<file path="src/rtl/uart_rx.sv">
// UART receiver: synchronizes rx, samples mid-bit, checks the stop bit and holds one word on valid/ready.
// Define UART_RX_MAJORITY_EN to take every bit sample as a 3-cycle majority of the synchronized line.
module uart_rx #(
  parameter int width      = 8,
  parameter int baud_rate  = 9600,
  parameter int clock_freq = 460800
) (
  input  logic             clock,
  input  logic             reset,
  input  logic             rx,
  output logic [width-1:0] data,
  output logic             valid,
  input  logic             ready,
  output logic             busy,
  output logic             framing_error,
  output logic             overrun
);

  localparam int P  = clock_freq / baud_rate;
  localparam int H  = P / 2;
  localparam int CW = $clog2(P);
  localparam int BW = (width > 1) ? $clog2(width) : 1;

  localparam logic [CW-1:0] CNT_HALF = CW'(H - 1);
  localparam logic [CW-1:0] CNT_LAST = CW'(P - 1);
  localparam logic [BW-1:0] BIT_LAST = BW'(width - 1);

  localparam logic [2:0] ST_IDLE  = 3'd0;
  localparam logic [2:0] ST_START = 3'd1;
  localparam logic [2:0] ST_DATA  = 3'd2;
  localparam logic [2:0] ST_STOP  = 3'd3;
  localparam logic [2:0] ST_BREAK = 3'd4;

  if (P < 4) begin : g_bad_ratio
    $error("uart_rx: clock_freq / baud_rate must be at least 4");
  end

  logic             rx_meta;
  logic             rxs;
  logic             bit_sample;
  logic [2:0]       state;
  logic [CW-1:0]    cnt;
  logic [BW-1:0]    bit_idx;
  logic [width-1:0] sreg;
  logic [width-1:0] sreg_next;

  // Synchronizer resets to the idle level so reset release never looks like a start bit.
  // NOTE: sequential state uses non-blocking (<=) so every flop sees pre-edge values.
  always_ff @(posedge clock or posedge reset) begin
    if (reset) begin
      rx_meta <= 1'b1;
      rxs     <= 1'b1;
    end else begin
      rx_meta <= rx;
      rxs     <= rx_meta;
    end
  end

`ifdef UART_RX_MAJORITY_EN
  logic rxs_d1;
  logic rxs_d2;

  always_ff @(posedge clock or posedge reset) begin
    if (reset) begin
      rxs_d1 <= 1'b1;
      rxs_d2 <= 1'b1;
    end else begin
      rxs_d1 <= rxs;
      rxs_d2 <= rxs_d1;
    end
  end

  assign bit_sample = (rxs & rxs_d1) | (rxs & rxs_d2) | (rxs_d1 & rxs_d2);
`else
  assign bit_sample = rxs;
`endif

  // NOTE: every always_comb output gets a full default first, so no latch can be inferred.
  always_comb begin
    sreg_next = sreg >> 1;
    sreg_next[width-1] = bit_sample;
  end

  always_ff @(posedge clock or posedge reset) begin
    if (reset) begin
      state         <= ST_IDLE;
      cnt           <= '0;
      bit_idx       <= '0;
      sreg          <= '0;
      data          <= '0;
      valid         <= 1'b0;
      framing_error <= 1'b0;
      overrun       <= 1'b0;
    end else begin
      framing_error <= 1'b0;
      overrun       <= 1'b0;
      if (valid && ready)
        valid <= 1'b0;

      case (state)
        ST_IDLE: begin
          if (!rxs) begin
            state <= ST_START;
            cnt   <= '0;
          end
        end
        ST_START: begin
          if (cnt == CNT_HALF) begin
            if (bit_sample) begin
              state <= ST_IDLE;
            end else begin
              state   <= ST_DATA;
              cnt     <= '0;
              bit_idx <= '0;
            end
          end else begin
            cnt <= cnt + 1'b1;
          end
        end
        ST_DATA: begin
          if (cnt == CNT_LAST) begin
            cnt  <= '0;
            sreg <= sreg_next;
            if (bit_idx == BIT_LAST)
              state <= ST_STOP;
            else
              bit_idx <= bit_idx + 1'b1;
          end else begin
            cnt <= cnt + 1'b1;
          end
        end
        ST_STOP: begin
          if (cnt == CNT_LAST) begin
            cnt <= '0;
            if (bit_sample) begin
              state <= ST_IDLE;
              // A handshake on this same edge frees the holding register for the new word.
              if (!valid || ready) begin
                data  <= sreg;
                valid <= 1'b1;
              end else begin
                overrun <= 1'b1;
              end
            end else begin
              framing_error <= 1'b1;
              state         <= ST_BREAK;
            end
          end else begin
            cnt <= cnt + 1'b1;
          end
        end
        ST_BREAK: begin
          if (rxs)
            state <= ST_IDLE;
        end
        default: state <= ST_IDLE;
      endcase
    end
  end

  assign busy = (state != ST_IDLE);

endmodule

</file>
<file path="config.mk">
export PLATFORM = sky130hd
export DESIGN_NAME = uart_rx
export DESIGN_NICKNAME = d
export VERILOG_FILES = /design/src/rtl/uart_rx.sv
export SDC_FILE = /design/constraint.sdc
export NUM_CORES = 1
export LEC_CHECK = 0
export ABC_AREA = 1
export CAP_MARGIN = 30
export CORE_ASPECT_RATIO = 0.8
export CORE_MARGIN = 4
export CORE_UTILIZATION = 53
export CTS_BUF_LIST = sky130_fd_sc_hd__clkbuf_2 sky130_fd_sc_hd__clkbuf_4 sky130_fd_sc_hd__clkbuf_8
export DETAILED_ROUTE_END_ITERATION = 8
export GPL_ROUTABILITY_DRIVEN = 0
export HOLD_SLACK_MARGIN = 0.06
export PLACE_DENSITY_LB_ADDON = 0.05
export SLEW_MARGIN = 20
export SYNTH_ARGS = -nofsm -noshare
export SYNTH_HDL_FRONTEND = slang
export SYNTH_SLANG_ARGS = --single-unit
</file>
<file path="constraint.sdc">
create_clock -name clock -period 1.4 [get_ports clock]
set_input_delay 0.28 -clock clock [delete_from_list [all_inputs] [get_ports clock]]
set_output_delay 0.28 -clock clock [all_outputs]
set_load 0.03 [all_outputs]
</file>
==> flow_summary.yaml <==
clock_tree:
  clock-sinks: 33
  root_buffer: "clkbuf_8"
  cts_tree: "yes"
  clock_latency_ps: 280
  cts_buffers: 5
  cts_buffer_depth: 2
  clk_pin_slew_ps: 70
  htree_num_levels: 2
power:
  power_density_mw_per_mm2: 1470
  finalPower_w: 0.00321
  p_leak_nw: 1.15
  vdd.ir_drop.worst_mv: 1.14
worst_setup_path:
  crit_required_ps: 1610
  rr_endpoint: "sreg[5]"
  arrival_ps: 1640
  critPathLaunch: "cnt[1]"
  crit_fanout: 6
  reg2reg_depth: 8
  setup.worst_path.end_class: "flip-flop"
  critPathKind: "flip-flop to flip-flop"
  r2r-start: "cnt[1]"
  start_kind: "flip-flop"
  worst-r2r-setup-slack_ps: -30
  critical_path.endpoint: "sreg[5]"
global_routing:
  grt_pass1_vias: 1354
  antenna_found_initial: 0
  grt_pass1_wl_um: 6120
  grt_remaining_overflow: 0
  track_usage_pct: 19.2
  grt_max_degree: 34
drt:
  vias_per_cell: 5.18
  routed-via-count: 1399
  routedWlPerCell_um: 14.0
  drc: 0
  wl_met2_um: 1860
  top_layer: "met4"
  drtAntennaViolNets: 0
  dr.pass1.iters: 4
  wl_met1_um: 1740
  drt_wl_total_um: 3790
  routed-wl-met3_um: 149
  drt-initial-drc-count: 57
logic_synthesis:
  synth.area.top_cells: "dfrtp_1, nand2_1, o21ai_1, dfstp_2, nand3_1"
  yosysWarningCount: 0
  yosys-top-cells-count: "nand2_1, dfrtp_1, o21ai_1"
  yosys.area.top_type_share_pct: 48.2
  synthAdderAreaFrac_pct: 2.33
  synth_edf_count: 0
  synth_simple_gate_area_share_pct: 31.9
  muxShareOfSynthArea_pct: 0
  ys_seq_area_share_pct: 51.4
  synth_cell_type_count: 25
  netlist_area_mm2: 0.00161
  yosys.area_share.xor_xnor_pct: 1.63
  post-synth-top-area-cell: "dfrtp_1"
  yosys.cell_count.top_type: "nand2_1"
  ys.flop_type: "dfrtp_1"
  postSynthAreaPerCell_um2: 8.57
  async_flop_share_pct: 100
  synth-compound-area-share_pct: 6.99
  syn_nets: 195
  synth_top_family_by_area: "simple AND/OR/NAND/NOR gates"
  syn_inst: 188
  ys_ff_latch: 33
status:
  status: "complete, but fails checks"
  violations: "negative setup slack"
sta:
  hold_violations: 0
  skew_ps: 8.08
  fin_crit_sh_pct: 102
  finalSetupViolations: 11
  fmax_mhz: 697
  maxSlewHeadroom_pct: 78.2
  drv_slew: 0
  rsz0062_at_grt: "yes"
  min_period_ps: 1430
  timing.final.ws_setup_ps: -34.1
  tightest_slew_ps: 328
die:
  start_util_pct: 56.9
  ios: 16
  die_area_mm2: 0.00399
  fp.dieH_um: 57.3
  core_mm2: 0.00283
  rows: 17
  die_x_um: 69.6
placement:
  dp_hpwl_um: 2430
  dpl.cell_count: 252
  portBuffers: 15
  placed_cell_area_mm2: 0.00190
finish:
  areaGrowthSynthToFinish_pct: 35.7
  final_cells: 270
  final_cell_area_mm2: 0.00218
  nets: 238
  diodes: 0
  drive_gt1_share_pct: 35.3
worst_hold_path:
  hp-class: "input pin to asynchronous set/reset pin"
flow_run:
  cap_viol_max_count: 0
[power by group]
part,internal [W],switching (W)
combinational,0.000529,0.000724
sequential,0.00104,0.000133
clock,0.000444,0.000332
[worst min path at each step]
| stage | cells past startpoint | to | startpoint | slack, ps |
|---|---|---|---|---|
| floorplan | 0 | rx_meta | rx | 280 |
| global placement | 0 | bit_sample | rx_meta | 350 |
| detailed placement | 0 | bit_sample | rx_meta | 350 |
| CTS | 3 | cnt[3] | reset | 350 |
| global route | 3 | data[1] | reset | 370 |
| finish | 3 | data[6] | reset | 340 |
[layer usage]
metal / global-route usage [%] / up-vias
li1: - / 694
met1: 25.5 / 667
met2: 32.6 / 34
met3: 5.28 / 4
met4: 3.28 / 0
met5: 0 / -
[cell families (layout without fill, tap and decap cells)]
| logic type | Yosys count | in the layout |
|---|---|---|
| flops | 33 | 33 |
| compound gates | 22 | 22 |
| buf+inv | 19 | 63 |
| fa+ha+maj | 3 | 3 |
| simple gates | 108 | 108 |
| xor+xnor | 3 | 3 |
[metrics by stage]
step / setup slack (ps) / setup TNS [ps] / hold WS (ps) / utilization [%]
floorplan: 29.4 / 0 / 284 / -
global placement: 18.7 / 0 / 347 / 67.0
detailed placement: -52.6 / -176 / 355 / 67.0
CTS: 8.35 / 0 / 354 / 73.0
global route: -120 / -1590 / 371 / 77.2
finish: -34.1 / -162 / 345 / 77.2
[critical path: stages (launching register included)]
cell and delay, ps:
dfrtp_1 400, ha_4 180, nand3_4 100, inv_4 100, nand2_4 70, nor2_4 240
buf_6 170, nand2_2 40, o21ai_1 60
[cell usage in the layout, fill, tap and decap left out, drive strengths merged]
master	instances
a21oi	1
a31oi	1
buf	26
clkbuf	7
clkdlybuf4s50	3
clkinv	1
dfrtp	31
dfstp	2
dlygate4sd2	11
ha	3
inv	15
nand2	72
nand3	14
nand3b	2
nand4	3
nor2	15
nor3	1
o21ai	19
o22ai	1
or2	1
xor2	3
[area by class of cell]
class,instances,area [um2]
well taps,38,47.5
repair buffers,40,345
fillers,194,644
clock buffers,7,96.3
inverters,15,61.3
flip-flops and latches,33,831
multi-input cells,136,798
clock inverters,1,5.00
[sequential cells by signal, summed over array words and instances (netlist names)]
signal,count
valid,1
bit_sample,1
overrun,1
sreg,8
data,8
framing_error,1
bit_idx,3
state,3
cnt,6
rx_meta,1
[repair_timing]
item | CTS | global route
pin swaps | 5 | 10
gates cloned | 0 | 0
resized for setup | 22 | 25
buffers inserted | 5 | 5
endpoints found under the setup margin | 28 | 28
hold buffers | 0 | 0
Note: power is estimated with default switching activity, not from simulation.
